File: src/rtl/aes_inv_round_ctrl_if.sv
// Signal bundle between the AES inverse-round sequencer and its neighbours:
// key source, key-schedule unit, block source/sink and the inverse-round datapath.
interface aes_inv_round_ctrl_if #(
  parameter int Nk = 4
);
  // Every x_valid/x_ready pair is a strict handshake. A transfer happens on a rising edge
  // where both are 1. Valid may not depend on ready, and payload is held while valid waits.
  logic [Nk*32-1:0] key_in;
  logic             key_valid;
  logic             key_ready;
  logic             ke_start;
  logic [Nk*32-1:0] ke_key;
  logic             ke_done;
  logic [127:0]     data_in;
  logic             in_valid;
  logic             in_ready;
  logic [127:0]     dp_din;
  logic             dp_load;
  logic             dp_round;
  logic             dp_final;
  logic [3:0]       rk_addr;
  logic [127:0]     dp_next;
  logic [127:0]     data_out;
  logic             out_valid;
  logic             out_ready;
  logic             busy;

  modport slave (
    input  key_in, key_valid, ke_done, data_in, in_valid, dp_next, out_ready,
    output key_ready, ke_start, ke_key, in_ready, dp_din, dp_load, dp_round, dp_final,
           rk_addr, data_out, out_valid, busy
  );

  modport master (
    output key_in, key_valid, ke_done, data_in, in_valid, dp_next, out_ready,
    input  key_ready, ke_start, ke_key, in_ready, dp_din, dp_load, dp_round, dp_final,
           rk_addr, data_out, out_valid, busy
  );
endinterface

File: src/rtl/aes_inv_round_ctrl.sv
// Sequencer for an iterative AES decryption datapath: key hand-off to the key-schedule unit,
// then AddRoundKey(Nr), Nr-1 inverse rounds and a final round per block, output registered.
module aes_inv_round_ctrl #(
  parameter int Nk = 4,
  parameter int Nr = Nk + 6
) (
  input  logic                      clk,
  input  logic                      rst_n,
  aes_inv_round_ctrl_if.slave       bus,
  output logic [2:0]                state_dbg
);
  typedef enum logic [2:0] {
    IDLE  = 3'd0,
    KEXP  = 3'd1,
    READY = 3'd2,
    LOAD  = 3'd3,
    ROUND = 3'd4,
    FINAL = 3'd5,
    HOLD  = 3'd6
  } state_t;

  localparam logic [3:0] NR = 4'(Nr);

  state_t           state_q, state_d;
  logic [3:0]       r_q, r_d;
  logic             ke_first_q;
  logic [Nk*32-1:0] ke_key_q;
  logic [127:0]     din_q;
  logic [127:0]     dout_q;

  logic       take_key, take_blk;
  logic       key_ready, in_ready, ke_start;
  logic       dp_load, dp_round, dp_final;
  logic [3:0] rk_addr;
  logic       out_valid, busy;

  always_ff @(posedge clk) begin
    if (!rst_n) begin
      state_q    <= IDLE;
      r_q        <= 4'd0;
      ke_first_q <= 1'b0;
      ke_key_q   <= '0;
      din_q      <= '0;
      dout_q     <= '0;
    end else begin
      state_q    <= state_d;
      r_q        <= r_d;
      ke_first_q <= take_key;
      if (take_key) ke_key_q <= bus.key_in;
      if (take_blk) din_q <= bus.data_in;
      if (state_q == FINAL) dout_q <= bus.dp_next;
    end
  end

  always_comb begin
    state_d   = state_q;
    r_d       = r_q;
    take_key  = 1'b0;
    take_blk  = 1'b0;
    key_ready = 1'b0;
    in_ready  = 1'b0;
    ke_start  = 1'b0;
    dp_load   = 1'b0;
    dp_round  = 1'b0;
    dp_final  = 1'b0;
    rk_addr   = 4'd0;
    out_valid = 1'b0;
    busy      = 1'b1;
    case (state_q)
      IDLE: begin
        busy      = 1'b0;
        key_ready = 1'b1;
        if (bus.key_valid) begin
          take_key = 1'b1;
          state_d  = KEXP;
        end
      end
      KEXP: begin
        // ke_first_q marks the cycle right after the key was taken
        ke_start = ke_first_q;
        if (bus.ke_done) state_d = READY;
      end
      READY: begin
        busy      = 1'b0;
        key_ready = 1'b1;
        in_ready  = ~bus.key_valid;
        if (bus.key_valid) begin
          take_key = 1'b1;
          state_d  = KEXP;
        end else if (bus.in_valid) begin
          take_blk = 1'b1;
          r_d      = NR - 4'd1;
          state_d  = LOAD;
        end
      end
      LOAD: begin
        dp_load = 1'b1;
        rk_addr = NR;
        state_d = ROUND;
      end
      ROUND: begin
        dp_round = 1'b1;
        rk_addr  = r_q;
        if (r_q == 4'd1) state_d = FINAL;
        else r_d = r_q - 4'd1;
      end
      FINAL: begin
        dp_final = 1'b1;
        state_d  = HOLD;
      end
      HOLD: begin
        out_valid = 1'b1;
        if (bus.out_ready) state_d = READY;
      end
      default: state_d = IDLE;
    endcase
  end

  assign bus.key_ready = key_ready;
  assign bus.in_ready  = in_ready;
  assign bus.ke_start  = ke_start;
  assign bus.ke_key    = ke_key_q;
  assign bus.dp_din    = din_q;
  assign bus.dp_load   = dp_load;
  assign bus.dp_round  = dp_round;
  assign bus.dp_final  = dp_final;
  assign bus.rk_addr   = rk_addr;
  assign bus.data_out  = dout_q;
  assign bus.out_valid = out_valid;
  assign bus.busy      = busy;
  assign state_dbg     = state_q;
endmodule
File: src/flat_wrapper.sv
// flat-port wrapper written by rule: the top's interface ports become plain ports
module aes_inv_round_ctrl_flat 
#(
  parameter int Nk = 4,
  parameter int Nr = Nk + 6
)
  (clk, rst_n, state_dbg, bus_key_in, bus_key_valid, bus_ke_done, bus_data_in, bus_in_valid, bus_dp_next, bus_out_ready, bus_key_ready, bus_ke_start, bus_ke_key, bus_in_ready, bus_dp_din, bus_dp_load, bus_dp_round, bus_dp_final, bus_rk_addr, bus_data_out, bus_out_valid, bus_busy);
  aes_inv_round_ctrl_if #(.Nk(Nk)) bus_i ();
  input  logic clk;
  input  logic rst_n;
  output logic [2:0] state_dbg;
  input wire logic [$bits(bus_i.key_in)-1:0] bus_key_in;
  input wire logic [$bits(bus_i.key_valid)-1:0] bus_key_valid;
  input wire logic [$bits(bus_i.ke_done)-1:0] bus_ke_done;
  input wire logic [$bits(bus_i.data_in)-1:0] bus_data_in;
  input wire logic [$bits(bus_i.in_valid)-1:0] bus_in_valid;
  input wire logic [$bits(bus_i.dp_next)-1:0] bus_dp_next;
  input wire logic [$bits(bus_i.out_ready)-1:0] bus_out_ready;
  output wire logic [$bits(bus_i.key_ready)-1:0] bus_key_ready;
  output wire logic [$bits(bus_i.ke_start)-1:0] bus_ke_start;
  output wire logic [$bits(bus_i.ke_key)-1:0] bus_ke_key;
  output wire logic [$bits(bus_i.in_ready)-1:0] bus_in_ready;
  output wire logic [$bits(bus_i.dp_din)-1:0] bus_dp_din;
  output wire logic [$bits(bus_i.dp_load)-1:0] bus_dp_load;
  output wire logic [$bits(bus_i.dp_round)-1:0] bus_dp_round;
  output wire logic [$bits(bus_i.dp_final)-1:0] bus_dp_final;
  output wire logic [$bits(bus_i.rk_addr)-1:0] bus_rk_addr;
  output wire logic [$bits(bus_i.data_out)-1:0] bus_data_out;
  output wire logic [$bits(bus_i.out_valid)-1:0] bus_out_valid;
  output wire logic [$bits(bus_i.busy)-1:0] bus_busy;
  assign bus_i.key_in = bus_key_in;
  assign bus_i.key_valid = bus_key_valid;
  assign bus_i.ke_done = bus_ke_done;
  assign bus_i.data_in = bus_data_in;
  assign bus_i.in_valid = bus_in_valid;
  assign bus_i.dp_next = bus_dp_next;
  assign bus_i.out_ready = bus_out_ready;
  assign bus_key_ready = bus_i.key_ready;
  assign bus_ke_start = bus_i.ke_start;
  assign bus_ke_key = bus_i.ke_key;
  assign bus_in_ready = bus_i.in_ready;
  assign bus_dp_din = bus_i.dp_din;
  assign bus_dp_load = bus_i.dp_load;
  assign bus_dp_round = bus_i.dp_round;
  assign bus_dp_final = bus_i.dp_final;
  assign bus_rk_addr = bus_i.rk_addr;
  assign bus_data_out = bus_i.data_out;
  assign bus_out_valid = bus_i.out_valid;
  assign bus_busy = bus_i.busy;
  aes_inv_round_ctrl #(.Nk(Nk), .Nr(Nr)) u_core (.clk(clk), .rst_n(rst_n), .bus(bus_i), .state_dbg(state_dbg));
endmodule
File: config.mk
export PLATFORM = sky130hd
export DESIGN_NAME = aes_inv_round_ctrl_flat
export DESIGN_NICKNAME = d
export VERILOG_FILES = /design/src/rtl/aes_inv_round_ctrl_if.sv /design/src/rtl/aes_inv_round_ctrl.sv /design/src/flat_wrapper.sv
export SDC_FILE = /design/constraint.sdc
export NUM_CORES = 1
export LEC_CHECK = 0
export CORE_AREA = 2 2 309 311
export DETAILED_ROUTE_END_ITERATION = 12
export DIE_AREA = 0 0 311 313
export PLACE_DENSITY = 0.39
export SYNTH_ARGS = -nofsm -noshare
export SYNTH_HDL_FRONTEND = slang
export SYNTH_SLANG_ARGS = --single-unit
File: constraint.sdc
create_clock -name clk -period 2.7 [get_ports clk]
set_input_delay 0.27 -clock clk [delete_from_list [all_inputs] [get_ports clk]]
set_output_delay 0.27 -clock clk [all_outputs]
set_load 0.03 [all_outputs]
Word-level counts from Yosys, hierarchy flattened
Index checks and enable logic that the tools add are counted.

word-level totals
  register bits = 392
  bits in latches = 0
  memory bits (writable) = 0
  bits in read-only memories = 0
  bits of input ports = 390
  output and inout bits = 399
  word-level logic and storage cells = 53
  memories = 0

cells by class
  $add $sub $neg = 1
  multiply operators = 0
  div/mod/pow operators = 0
  magnitude comparators = 0
  equal/unequal tests = 15
  shift-type cells = 0
  mux-type cells = 25
  bitwise operators = 1
  reduce and logical (&&, ||, !) cells = 5

operators by type and width
  kind                                                                     count
  3-bit one-hot mux with 7 select lines                                    1
  3-bit 2-to-1 mux                                                         6
  4-bit one-hot mux with 2 select lines                                    2
  1-bit 2-to-1 mux                                                         13
  4-bit 2-to-1 mux                                                         3
  2-bit inequality test, second input constant                             6
  3-bit == test, second input constant                                     3
  3-bit by 2-bit == test with 1-bit output, second input constant          2
  5-bit AND reduction                                                      1
  4-bit by 1-bit == test with 1-bit output, second input constant          1
  4-bit AND reduction                                                      1
  4-bit by 1-bit subtractor with 4-bit output, second input constant       1
  3-bit by 1-bit == test with 1-bit output, second input constant          1
  3-bit logical NOT                                                        1
  3-bit inequality test, second input constant                             1
  2-bit by 1-bit inequality test with 1-bit output, second input constant  1
  2-bit nonzero test                                                       1
  2-bit OR reduction                                                       1
  1-bit NOT                                                                1

Longest topological paths before layout
Gate-level depths: netlist of run 1.

  depth in word-level cells = 3
  depth in mapped cells = 7
  gate-level depth less buffers = 5

Least setup slack after synthesis of run 1
Ideal clock, no wire load.

  path type = flip-flop to output port
  from = register u_core.state_q[0] (netlist: u_core.state_dbg[0])
  to = output bus_ke_start
  data arrival time = 1.754 ns
  required time = 2.430 ns
  slack = 0.676 ns
  stages on the path, launching flop included = 3
  buffers on the path = 1
  cell sequence = dfxtp_1 clkbuf_1 nor4bb_1

on the way
  word-level cells in the longest chain between the ends = 2

ends and longest elaborated chain
  what                                      line                      RTL
  start: declaration                        aes_inv_round_ctrl.sv:24  state_t state_q, state_d;
  start signal: assignment                  aes_inv_round_ctrl.sv:46  state_q <= state_d;
  3-bit by 1-bit == test with 1-bit output  aes_inv_round_ctrl.sv:69  case (state_q)
  1-bit 2-to-1 mux                          aes_inv_round_ctrl.sv:69
  end: declaration                          flat_wrapper.sv:20        output wire logic [$bits(bus_i.ke_start)-1:0] bus_ke_start;

No other way between the ends.

Worst setup path after layout of run 1
  from = register u_core.state_q[2] (netlist: u_core.state_dbg[2])
  to = output bus_in_ready

on the way
  word-level cells in the longest chain between the ends = 2

ends and longest elaborated chain
  what                                      line                      RTL
  3-bit by 2-bit == test with 1-bit output  aes_inv_round_ctrl.sv:69
  1-bit 2-to-1 mux                          aes_inv_round_ctrl.sv:69
  end: declaration                          flat_wrapper.sv:22        output wire logic [$bits(bus_i.in_ready)-1:0] bus_in_ready;

No other way between the ends.

==> results.md, run 1 <==
- The flow ran to the end, and the final reports show no timing, DRC or antenna violations.
- Traced cell by cell, the critical path runs through or4b_4 > inv_4 > buf_12 > buf_4.
- The buffer type at the clock tree root is clkbuf_16.
- The slowest cell on the critical path is or4b_4.
- The detailed-route DRC error count is 0.
- The source-to-sink clock delay at the later pin of the worst-skew pair is 0.62 ns.
- Across the VDD grid, the largest voltage drop is 0.434 mV.
- STA classifies the critical path startpoint as a flip-flop.
- The die covers 97300 µm².
- The proportion of synthesized flip-flops having asynchronous set or reset is 0%.
- The largest net degree at the start of global routing is 132.
- The number of levels the H-tree was split into is 2.
- The wire length of the first global-routing pass is 105000 µm.
- Setup repair after global routing left no endpoint under its margin.
- The synthesized design contains 0 enable-type register cells.
- The total placed instance area is 23400 µm².
- The post-layout minimum cycle time is 2.55 ns.
- The path class of the lowest-slack min-delay path is primary input to flip-flop.
- The overall fraction of global-route tracks in use is 14.3%.
- Before antenna repair, the detailed router went through 5 iterations.
- The die extent in x is 311 µm.
- The slew of the pin with the lowest slew margin is 0.766 ns.
- The design draws 14.9 mW.
- The number of hold-slack violations in the final timing report is 0.
- The cell type with the largest total area after synthesis is dfxtp_1.
- The largest fanout on the critical path is 50.
- In this run the most critical hold path is launched from bus_dp_next[122].
- After detailed routing, the average wire length per cell comes to 19.3 µm.
- In the routed layout, each cell is associated on average with a via count of 4.03.
- The areal power density over the cells is 595 nW/µm².
- After global routing the overflow that remains totals 0.
- The floorplan step set the die height to 313 µm.
- The CTS tree is built.
- The total of flip-flops plus latches after synthesis is 392.
- Max-cap violations in this run came to 0.
- The initial antenna violation count is 15.
- The setup path with the least slack is of type flip-flop to primary output.
- In the final layout, the share of cells above drive strength 1 is 5.54%.
- The number of clock buffers inserted by TritonCTS is 50.
- The max-slew violation count is 0.
- The most critical setup path has its startpoint at u_core.state_dbg[2].
- The headroom to the max-slew limit is 48.9%.
- The worst path required time is 2.43 ns.
- The instance count of the mapped netlist is 1754.
- The clock-pin slew on the worst setup and hold paths is 0.07 ns.
- The post-synthesis to final-layout area growth is 78.5%.
- The post-layout net count is 2865.
- For the final database, setup skew stands at 0.0128 ns.
- The final setup violation count is 0.
- The congestion estimate from routability-driven global placement came to 0.833.
- The floorplan has 113 rows.
- By instance count, the leading cell after synthesis is nand2_1.
- The endpoint class of the critical path is a primary output.
- The synthesized netlist net count is 2146.
- Summing every instance area after synthesis gives 14000 µm².
- The initial cell density of the core is 14.9%.
- Yosys attributes the largest share of cell area to dfxtp_1 56%, a21oi_1 14%, nand2_1 14%.
- The mean post-synth cell area is 7.97 µm².
- The core footprint is 94200 µm².
- Sorting the synthesized cells by how often they occur yields 514 x nand2_1, 392 x dfxtp_1, 386 x a21oi_1.
- The distinct cell type count of the synthesized netlist is 35.
- During I/O placement, the number of pins put on the boundary was 789.
- The commonest register cell after synthesis is dfxtp_1.
- Summed over all layers, the routed wires come to 72700 µm.
- During synthesis, Yosys emitted a total of 0 warnings.
- The maximum clock rate is 392 MHz.
- The number of global-route vias before repair is 15400.
- The detailed router finished its first iteration with 852 violations.
- The number of clock sinks is 392.
- STA puts the critical path data arrival time at 2.28 ns.
- The fraction of synthesized cell area taken by the top area cell type is 56.1%.
- The reg-to-reg critical path startpoint is u_core.state_dbg[2].
- In this run the remaining antenna-violating nets after routing total 0.
- The quantity of I/O buffers inserted on ports is 788.
- In this design, the stage delay of the slowest critical-path cell is 0.63 ns.
- With fillers left out, the area of the finished cells amounts to 25000 µm².
- Counting both buffers and inverters, the worst setup path holds a total of 3.
- On the critical path the largest part of the delay comes from simple AND/OR/NAND/NOR gates.
- Summed over all failing endpoints, the final setup total negative slack is 0 ns.
- The leakage dissipation is 8.36 nW.
- The share of the cycle needed by the critical path after routing is 94.5%.
- Once detailed placement completed, the half-perimeter wirelength came to 52900 µm.
- The clock passes through at most 3 buffers.
- The sequential area share after synthesis is 56.1%.
- The count of vias placed by the detailed router is 15200.
-- per-stage QoR --
step / hold slack [ns] / utilization (%) / setup WS [ns] / cells
global placement: 0.441 / 24.8 / 0.502 / 3686
CTS: 0.131 / 26.5 / 0.0668 / 3773
global route: 0.162 / 26.5 / 0.0206 / 3774
detailed placement: 0.445 / 24.8 / 0.460 / 3686
finish: 0.193 / 26.5 / 0.147 / 3774
floorplan: 0.388 / - / 0.676 / 1754
-- cell families after synthesis --
kind of cell	synth area share, %
multiplexers	0.0716
adder cells (fa/ha/maj)	0.179
buffers and inverters	4.99
AND/OR/NAND/NOR	19.5
flip-flops	56.1
AO/OA/AOI/OAI	19.1
-- power breakdown --
group | switching [mW] | leakage (nW) | internal, mW | total [mW]
clock network | 2.79 | 0.790 | 3.85 | 6.64
registers | 0.106 | 3.18 | 5.97 | 6.08
logic | 1.13 | 4.39 | 1.00 | 2.14
total | 4.03 | 8.36 | 10.8 | 14.9
-- tightest hold or removal path: cells and delay by family --
kind	cells	cell delay, ns
compound gates	1	0.05
buf+inv	1	0.40
simple gates	1	0.06
-- state kept, by name, indices dropped and copies added, names as in the netlist --
name / count
u_core.bus.ke_key: 128
u_core.r_q: 4
u_core.ke_first_q: 1
u_core.bus.data_out: 128
u_core.bus.dp_din: 128
u_core.state_dbg: 3
-- cell usage in the layout, fill, tap and decap left out, types with 3 or more instances in the layout --
cell,instances
clkbuf_1,9
clkinv_2,12
nand3b_1,3
clkdlybuf4s50_1,778
dfxtp_1,391
clkbuf_16,50
nand2_1,514
buf_12,23
nand3_1,128
a31oi_1,3
inv_1,3
and2_1,3
clkbuf_8,10
buf_4,25
a21oi_1,386
o21ai_0,129
-- per-layer routing --
metal | vias to the layer above | part of all wire (%) | GRT usage, %
li1 | 7297 | - | -
met4 | 8 | 2.2 | 3.67
met3 | 107 | 10 | 6.67
met2 | 586 | 50 | 25.5
met1 | 7229 | 37 | 15.1
met5 | - | 0.076 | 0
-- area by class of cell --
type	count	area [µm²]
Clock inverter	18	165
Multi-Input combinational cell	1194	5450
Tap cell	1265	1580
Sequential cell	392	7850
Fill cell	10200	69200
Inverter	7	40.0
Clock buffer	69	1420
Antenna cell	1	2.50
Timing Repair Buffer	828	8450
-- path summary, 6_finish.rpt --
kind	slack [ns]	cells past startpoint	to
worst min-delay path	0.19	3	u_core.bus.data_out[122]
worst max-delay path	0.15	4	bus_in_ready
worst min register to register	0.45	2	u_core.bus.ke_key[99]
worst max register to register	0.70	6	u_core.bus.dp_din[67]
-- timing repair --
action,CTS,global route
hold endpoints to repair,0,0
setup endpoints to repair,3,0
resized for setup,3,0
hold buffers,0,0
buffers inserted,0,0
(Power assumes the default switching activity.)
==> inputs of run 2 (changes only) <==
--- a/config.mk
+++ b/config.mk
@@ -9,6 +9,7 @@
 export DETAILED_ROUTE_END_ITERATION = 12
 export DIE_AREA = 0 0 311 313
 export PLACE_DENSITY = 0.39
+export RECOVER_POWER = 100
 export SYNTH_ARGS = -nofsm -noshare
 export SYNTH_HDL_FRONTEND = slang
 export SYNTH_SLANG_ARGS = --single-unit
==> run 2 against run 1 <==
Effect of this change:
- worst hold slack got worse by 0.0011 ns
- the flow now finishes with violations (capacitance limit, slew limit)
- first-iteration DRC count grew 0.47%
- final area shrank 0.25%
- register-to-register slack worse by 0.37 ns
- clock skew shrank 0.00073 ns
- largest cell class unchanged
==> results.md, run 2 (synthesis gave the netlist of run 1 again) <==
- The largest net degree at the start of global routing is 132.
- Summed over all cells, the static leakage comes to 9.60 nW.
- The ratio of routed vias to standard cells is 4.04.
- Row generation in the floorplan step produced 113 rows.
- Summing all multi-input logic gate instances after layout gives 5450 µm².
- The worst min-delay path endpoint is u_core.bus.data_out[122].
- The number of hold-slack violations in the final timing report is 0.
- The hold path startpoint is bus_dp_next[122].
- Across the routed clock network, the largest skew measured is 0.0121 ns.
- The area growth from synthesis to layout is 78.1%.
- After clock tree synthesis, the flow added hold-fix buffers numbering 0.
- After floorplanning, the core was sized to cover 94200 µm².
- The clock passes through at most 3 buffers.
- Setup violations remaining at the end of the flow were counted as 0.
- Setup repair after global routing left no endpoint under its margin.
- The detailed router finished its first iteration with 856 violations.
- The worst-case IR drop observed on VDD is 0.434 mV.
- The number of global-route vias before repair is 15400.
- The first detailed-routing pass ran for 6 iterations.
- The worst hold path passes through 3 cells.
- The floorplan step defined a die boundary enclosing 97300 µm².
- The slowest cell on the critical path is or4b_4.
- The max-slew violation count is 129.
- The quantity of I/O buffers inserted on ports is 788.
- The number of levels the H-tree was split into is 2.
- The share of the cycle needed by the critical path after routing is 93.7%.
- The placer congestion estimate is 0.833.
- In this run the critical register-to-register path is launched from u_core.state_dbg[0].
- The run finished, with violations left.
- The post-layout net count is 2865.
- Registers take 7850 µm².
- Walking the worst path, the cells encountered are or4b_4 > inv_4 > buf_12 > buf_4.
- The detailed-route DRC error count is 0.
- In the final timing run, aggregate negative setup slack is 0 ns.
- The headroom to the max-slew limit is -7.06%.
- The largest fanout on the critical path is 50.
- The endpoint class of the critical path is a primary output.
- After detailed routing, the total wire length is 72400 µm.
- Dividing total power by cell area gives a power density of 593 nW/µm².
- The initial antenna violation count was 16.
- The worst hold path belongs to the class primary input to flip-flop.
- The post-layout minimum cycle time is 2.53 ns.
- On the worst path, the slowest cell contributes a delay of 0.61 ns.
- Measured along the x axis, the die boundary spans 311 µm.
- The count of cells in the finished layout, fillers not included, comes to 3774.
- In the global route stage, overall resource usage came out at 14.3%.
- The global route total overflow is 0.
- In the layout the commonest cells are 514 x nand2_1, 391 x dfxtp_1, 389 x clkdlybuf4s50_1, 389 x dlygate4sd3_1, 386 x a21oi_1.
- Gates resized during post-CTS repair numbered 3.
- STA classifies the critical path startpoint as a flip-flop.
- The maximum clock rate is 395 MHz.
- The clock-pin slew on the worst setup and hold paths is 0.07 ns.
- The CTS tree is built.
- The number of clock buffers inserted by TritonCTS is 50.
- The count of vias placed by the detailed router is 15300.
- The worst register-to-register path ends at u_core.bus.data_out[55].
- The placed wire-length estimate is 52900 µm.
- The worst reg-to-reg setup slack is 0.33 ns.
- The worst path required time is 2.43 ns.
- The arrival time at the worst endpoint is 2.26 ns.
- The wire length of the first global-routing pass is 105000 µm.
- In this run the post-CTS setup repair buffer count came out at 0.
- The number of cells after detailed placement is 3686.
- Clock latency on the worst-skew pair, taken at its later pin, is 0.62 ns.
- The initial cell density of the core is 14.9%.
- Leaving out fill and tap cells, the most frequent cell in the layout is nand2_1.
- The final reports fail on capacitance limit, slew limit.
- For the pin with the worst max-slew slack, the measured transition is 1.61 ns.
- Counting the fill cells in the layout gives 10200.
- The buffer type at the clock tree root is clkbuf_16.
- For this design the top-level I/O count stands at 789.
- The routed wire length per instance is 19.2 µm.
- Measured in cells, the most critical reg-to-reg path has a length of 5.
- The share of post-route cells with drive strength above 1 is 5.46%.
- The vertical die dimension is 313 µm.
- The number of clock sinks is 392.
- The number of nets with antenna violations after routing is 0.
- The max-cap check violation count is 1.
- The critical path in this run is classified as flip-flop to primary output.
## run 2: cell count changes in the layout (fill, tap and decap cells not counted), moves of 2 or more
cell / delta
clkdlybuf4s50_1: -389
dlygate4sd3_1: +389
buf_12: -5
clkbuf_2: +2
## run 2: worst max-delay path by stage
| stage | startpoint | end | slack (ns) |
|---|---|---|---|
| 6_report | u_core.state_dbg[2] | bus_in_ready | 0.17 |
| 3_5_place_dp | bus_key_valid | u_core.bus.dp_din[60] | 0.46 |
| 4_1_cts | u_core.state_dbg[2] | bus_in_ready | 0.07 |
| 5_1_grt | u_core.state_dbg[2] | bus_in_ready | 0.04 |
| 3_3_place_gp | bus_key_valid | u_core.bus.dp_din[77] | 0.50 |
| 2_1_floorplan | u_core.state_dbg[0] | bus_ke_start | 0.68 |
## run 2: stage by stage
step	hold slack, ns	utilization [%]	cell area (µm²)	setup WS, ns	power, mW
2_1_floorplan	0.388	-	14000	0.676	7.08
3_5_place_dp	0.445	24.8	23400	0.460	8.36
4_1_cts	0.131	26.5	25000	0.0668	15.2
5_1_grt	0.162	26.4	24900	0.0439	15.4
3_3_place_gp	0.441	24.8	23400	0.502	8.36
6_report	0.192	26.4	24900	0.170	14.8
## run 2: layout make-up
class	instances	share of cell area, %
clock inverters	18	0.663
multi-input cells	1194	21.9
well taps	1265	6.36
diodes	1	0.0100
clock buffers	69	5.71
flip-flops and latches	392	31.5
repair buffers	828	33.7
inverters	7	0.161
## run 2: where the power goes
group / switching [mW] / leakage (nW) / internal [mW] / total, mW
clock network: 2.78 / 0.790 / 3.85 / 6.63
registers: 0.0974 / 3.18 / 5.97 / 6.07
logic: 1.13 / 5.63 / 0.932 / 2.06
## run 2: worst max-delay path, delay by kind of cell (launching register included)
kind	cells	cell delay, ns
AND/OR/NAND/NOR	1	0.61
buffers and inverters	3	0.55
flip-flops	1	0.40
## run 2: metal layers
layer | up-vias | GRT usage, % | wire length (µm)
met2 | 585 | 25.5 | 36400
met3 | 106 | 6.67 | 7520
met1 | 7241 | 15.1 | 26900
met4 | 8 | 3.67 | 1580
met5 | - | 0 | 55
li1 | 7318 | - | -
